File: src/rtl/piso_tx_if.sv
// Parallel-load / serial-out transmit handshake bundle between a frame
// producer (master) and the piso_tx_ctrl shifter (slave).
interface piso_tx_if;
  logic [3:0] datos;
  logic       start;
  logic       abort;
  logic       salida;
  logic       bit_strobe;
  logic       busy;
  logic       done;

  modport master (
    output datos, start, abort,
    input  salida, bit_strobe, busy, done
  );

  modport slave (
    input  datos, start, abort,
    output salida, bit_strobe, busy, done
  );
endinterface

File: src/rtl/piso_tx_ctrl.sv
// Nibble serialiser: latches datos on start, shifts it out LSB first with one
// bit every DIV clocks, strobing the downstream SIPO enable at each bit end.
module piso_tx_ctrl #(
  parameter int unsigned DIV = 4
) (
  input  logic     clk,
  input  logic     reset,
  piso_tx_if.slave tx
);

  localparam int unsigned DIV_W  = 8;
  localparam int unsigned BIT_W  = 2;
  localparam int unsigned DATA_W = 4;
  localparam logic [DIV_W-1:0] DIV_LAST = DIV_W'(DIV - 1);
  localparam logic [BIT_W-1:0] BIT_LAST = BIT_W'(DATA_W - 1);

  if (DIV < 1 || DIV > 255) begin : g_bad_div
    $error("piso_tx_ctrl: DIV must be within 1..255");
  end

  typedef enum logic [1:0] {
    IDLE  = 2'd0,
    SHIFT = 2'd1,
    DONE  = 2'd2
  } state_e;

  state_e              state_q, state_d;
  logic [DATA_W-1:0]   shreg_q, shreg_d;
  logic [DIV_W-1:0]    div_q,   div_d;
  logic [BIT_W-1:0]    bit_q,   bit_d;

  logic salida_q, salida_d;
  logic strobe_q, strobe_d;
  logic busy_q,   busy_d;
  logic done_q,   done_d;

  // Next-state and datapath; abort is only meaningful once a frame is running.
  always_comb begin
    state_d = state_q;
    shreg_d = shreg_q;
    div_d   = div_q;
    bit_d   = bit_q;

    case (state_q)
      IDLE: begin
        if (tx.start) begin
          state_d = SHIFT;
          shreg_d = tx.datos;
          div_d   = '0;
          bit_d   = '0;
        end
      end

      SHIFT: begin
        if (tx.abort) begin
          state_d = IDLE;
          shreg_d = '0;
          div_d   = '0;
          bit_d   = '0;
        end else if (div_q == DIV_LAST) begin
          div_d   = '0;
          shreg_d = {1'b0, shreg_q[DATA_W-1:1]};
          bit_d   = bit_q + BIT_W'(1);
          if (bit_q == BIT_LAST) begin
            state_d = DONE;
          end
        end else begin
          div_d = div_q + DIV_W'(1);
        end
      end

      DONE: begin
        state_d = IDLE;
        shreg_d = '0;
        div_d   = '0;
        bit_d   = '0;
      end

      default: begin
        state_d = IDLE;
        shreg_d = '0;
        div_d   = '0;
        bit_d   = '0;
      end
    endcase
  end

  // Outputs are decoded from the next state so each lands in its own flop.
  always_comb begin
    salida_d = 1'b0;
    strobe_d = 1'b0;
    busy_d   = 1'b0;
    done_d   = 1'b0;
    if (state_d == SHIFT) begin
      salida_d = shreg_d[0];
      strobe_d = (div_d == DIV_LAST);
    end
    busy_d = (state_d != IDLE);
    done_d = (state_d == DONE);
  end

  always_ff @(posedge clk or negedge reset) begin
    if (!reset) begin
      state_q  <= IDLE;
      shreg_q  <= '0;
      div_q    <= '0;
      bit_q    <= '0;
      salida_q <= 1'b0;
      strobe_q <= 1'b0;
      busy_q   <= 1'b0;
      done_q   <= 1'b0;
    end else begin
      state_q  <= state_d;
      shreg_q  <= shreg_d;
      div_q    <= div_d;
      bit_q    <= bit_d;
      salida_q <= salida_d;
      strobe_q <= strobe_d;
      busy_q   <= busy_d;
      done_q   <= done_d;
    end
  end

  assign tx.salida     = salida_q;
  assign tx.bit_strobe = strobe_q;
  assign tx.busy       = busy_q;
  assign tx.done       = done_q;

  // Structural invariants of the registered outputs.
  a_done_busy : assert property (@(posedge clk) disable iff (!reset)
    done_q |-> busy_q);
  a_strobe_busy : assert property (@(posedge clk) disable iff (!reset)
    strobe_q |-> busy_q && !done_q);
  a_done_pulse : assert property (@(posedge clk) disable iff (!reset)
    done_q |=> !done_q);
  a_idle_quiet : assert property (@(posedge clk) disable iff (!reset)
    !busy_q |-> !salida_q && !strobe_q);

endmodule

File: src/flat_wrapper.sv
// flat-port wrapper written by rule: the top's interface ports become plain ports
module piso_tx_ctrl_flat 
#(
  parameter int unsigned DIV = 4
)
  (clk, reset, tx_datos, tx_start, tx_abort, tx_salida, tx_bit_strobe, tx_busy, tx_done);
  piso_tx_if tx_i ();
  input  logic clk;
  input  logic reset;
  input wire logic [$bits(tx_i.datos)-1:0] tx_datos;
  input wire logic [$bits(tx_i.start)-1:0] tx_start;
  input wire logic [$bits(tx_i.abort)-1:0] tx_abort;
  output wire logic [$bits(tx_i.salida)-1:0] tx_salida;
  output wire logic [$bits(tx_i.bit_strobe)-1:0] tx_bit_strobe;
  output wire logic [$bits(tx_i.busy)-1:0] tx_busy;
  output wire logic [$bits(tx_i.done)-1:0] tx_done;
  assign tx_i.datos = tx_datos;
  assign tx_i.start = tx_start;
  assign tx_i.abort = tx_abort;
  assign tx_salida = tx_i.salida;
  assign tx_bit_strobe = tx_i.bit_strobe;
  assign tx_busy = tx_i.busy;
  assign tx_done = tx_i.done;
  piso_tx_ctrl #(.DIV(DIV)) u_core (.clk(clk), .reset(reset), .tx(tx_i));
endmodule
File: config.mk
export PLATFORM = sky130hd
export DESIGN_NAME = piso_tx_ctrl_flat
export DESIGN_NICKNAME = d
export VERILOG_FILES = /design/src/rtl/piso_tx_if.sv /design/src/rtl/piso_tx_ctrl.sv /design/src/flat_wrapper.sv
export SDC_FILE = /design/constraint.sdc
export NUM_CORES = 1
export LEC_CHECK = 0
export ABC_AREA = 0
export BUFFER_PORTS_ARGS = -buffer_cell sky130_fd_sc_hd__buf_2
export CAP_MARGIN = 25
export CORE_MARGIN = 2
export CORE_UTILIZATION = 45
export CTS_CLUSTER_DIAMETER = 150
export DETAILED_ROUTE_END_ITERATION = 7
export REMOVE_ABC_BUFFERS = 1
export SETUP_SLACK_MARGIN = 0.1
export SLEW_MARGIN = 5
export SYNTH_ARGS = -nofsm -noshare
export SYNTH_HDL_FRONTEND = slang
export SYNTH_SLANG_ARGS = --single-unit
File: constraint.sdc
create_clock -name clk -period 2.15 [get_ports clk]
set_input_delay 0.43 -clock clk [delete_from_list [all_inputs] [get_ports clk]]
set_output_delay 0.43 -clock clk [all_outputs]
set_load 0.01 [all_outputs]
==> results.ini <==
[critical_path]
worstPathArrival_ns = 2.05
worstPathRequired_ns = 2.34
path_delay_family = flip-flops
cp_max_fo = 7
max_stage_delay_ns = 0.47
path_cells = ha_1 -> and2b_2 -> a31oi_4 -> buf_4 -> nand2_1 -> a31oi_1 -> nor4_1
startpoint = u_core.div_q[0]
r2r_start = u_core.div_q[0]
cp_slowest_cell = dfrtp_2
path_class = reg2reg
worst-path-buf-inv = 1
startpoint_type = flop
worst_setup_path_end_kind = flop

[global_routing]
overflow = 0
grt_pass1_wl_mm = 3.43
grt_max_degree = 21
grt_pass1_vias = 759
grt_usage_pct = 17.5
antenna_found_initial = 0

[timing]
clock_skew_ns = 0.0109
finalWorstSetupSlack_ns = 0.291
setup_viol = 0
min_period_ns = 1.86
worst_pin_slew_ns = 0.449
fmax_mhz = 538
fin_setup_tns_ns = 0
rsz0062_at_grt = false
finalCritPeriodShare_pct = 86.5
final_max_slew_viol_count = 0
slew_headroom_pct = 69.9
final-hold-violation-count = 0

[placed_design]
hpwl_mm = 1.51
gp_congestion = 0.850
portBuffers = 11
dp_worst_setup_slack_ns = 0.209

[synth]
synth_cell_type_count = 41
synthAdderAreaFrac_pct = 2.45
synthSimpleGateAreaFrac_pct = 21.0
async_reset_ff_share_pct = 100
synthMuxAreaShare_pct = 0
synth_area_per_cell_sq_um = 10.6
synth-xor-area-share_pct = 1.72
ys_ff_latch = 20
synth_compound_area_share_pct = 20.1
synth_top_family_by_area = simple AND/OR/NAND/NOR gates
synthesis.area_sq_um = 1020
synthCells = 96
yosys_warnings = 0
synth_edf_count = 0
ys.flop_type = dfrtp_1
seq_area_frac_synth_pct = 49.1

[drt]
wl_mm = 2.03
routedWlPerCell_um = 14.4
drc = 0
vias_per_cell = 5.84
num_vias = 823
drtAntennaViolNets = 0
drt_iter0_drc = 26
first_pass_iters = 4

[power_and_ir_drop]
pwr-share-seq_pct = 51.9
p_leak_nw = 0.549
powerDensity_nw_per_um2 = 766
clkPwrFrac_pct = 25.2
vdd_drop_max_uv = 478
internal-power_mw = 0.623
swShare_pct = 29.7
combPwrFrac_pct = 22.8
switching_power_mw = 0.263

[clock_network]
cts_tree = built
clkTransAtPathRegs_ns = 0.12
cts_buffer_depth = 2
cts_buffers = 3
htreeDepth = 1
cts_sinks = 20
cts_root_buf = clkbuf_4
worst_skew_pair.late_latency_ns = 0.31

[floorplanning]
pin_count = 12
core_sq_um = 2170
dieArea_sq_um = 2660
rows = 17
die_w_um = 51.6
dieHeight_um = 51.6
start_util_pct = 47.0

[final_layout]
final_nets = 124
layout_commonest_cell = dfrtp_1
syn2layout_area_growth_pct = 13.4
postLayoutCoreUtil_pct = 53.3
mostFrequentLayoutCells = dfrtp_1 (19), buf_2 (11), nand2_1 (7), o21ai_0 (7), buf_4 (6)
n_antenna_cell = 0
final_layout_size_suffix_gt1_share_pct = 26.5

[job]
drv_cap = 0

[worst_hold_path]
min_path_type = in2async

[run_status]
run_status = finished clean

-- path summary, 6_finish.rpt --
| check | to | slack (ns) | depth (start not counted) |
|---|---|---|---|
| hold reg to reg | u_core.bit_q[1] | 0.52 | 2 |
| max in group asynchronous | u_core.div_q[0] | 1.78 | 1 |
| hold / removal | u_core.div_q[2] | 0.04 | 1 |
| setup / recovery | u_core.tx.bit_strobe | 0.29 | 7 |
| min in group clk | u_core.shreg_q[1] | 0.33 | 3 |
| setup reg to reg | u_core.tx.bit_strobe | 0.29 | 7 |
-- state kept, by name, summed over array words and instances (netlist names) --
name / cells
u_core.div_q: 8
u_core.shreg_q: 4
u_core.bit_q: 2
u_core.state_q: 2
u_core.tx.bit_strobe: 1
u_core.tx.busy: 1
u_core.tx.done: 1
u_core.tx.salida: 1
-- cell type report --
cell class	instances	area, sq um
clock buffer	4	36.3
sequential	20	502
fill	221	1010
inverter	5	18.8
tap	28	35.0
multi-input combinational	67	464
timing repair buffer	17	100
-- power groups by stage --
stage	combinational, mW	clock, mW	sequential, mW
floorplan	0.119	0	0.462
global placement	0.185	0	0.465
detailed placement	0.188	0	0.468
CTS	0.189	0.223	0.460
global route	0.226	0.238	0.467
finish	0.202	0.224	0.460
-- kinds of logic (layout without fill, tap and decap cells) --
family | after synthesis | count (layout)
AO/OA/AOI/OAI | 27 | 27
XOR/XNOR | 2 | 2
adder cells (fa/ha/maj) | 2 | 2
buffers and inverters | 9 | 26
AND/OR/NAND/NOR | 36 | 36
flip-flops | 20 | 20
-- stage by stage --
stage	instances	hold slack (ns)	instance area, sq um	power (mW)
global route	141	0.0771	1160	0.931
CTS	140	0.0653	1140	0.872
global placement	136	0.402	1110	0.650
detailed placement	136	0.400	1110	0.656
floorplan	92	0.134	981	0.581
finish	141	0.0395	1160	0.886
-- per-layer routing --
layer | part of all wire [%] | global-route usage (%) | vias up
met5 | 0 | 0 | -
met4 | 1.5 | 6.58 | 0
met3 | 2.9 | 3.45 | 4
met2 | 50 | 29.3 | 14
met1 | 45 | 22.2 | 408
li1 | - | - | 397
-- synthesized netlist by cell type (2+ instances only) --
library cell / count / area [sq um]
dfrtp_1: 20 / 500
nand2_1: 7 / 26.3
o21ai_0: 7 / 35.0
inv_1: 5 / 18.8
nand4_1: 5 / 31.3
nor2_1: 5 / 18.8
nand3_1: 4 / 20.0
a222oi_1: 3 / 30.0
buf_6: 3 / 33.8
a21oi_1: 2 / 10.0
a22o_1: 2 / 17.5
a31oi_1: 2 / 12.5
ha_1: 2 / 25.0
nor3_1: 2 / 10.0
-- repair_timing --
action | 4_1_cts | 5_1_grt
gates resized for setup | 0 | 2
buffers inserted | 0 | 1
hold buffers | 0 | 0
setup endpoints to repair | 0 | 2
(Power assumes the default switching activity.)
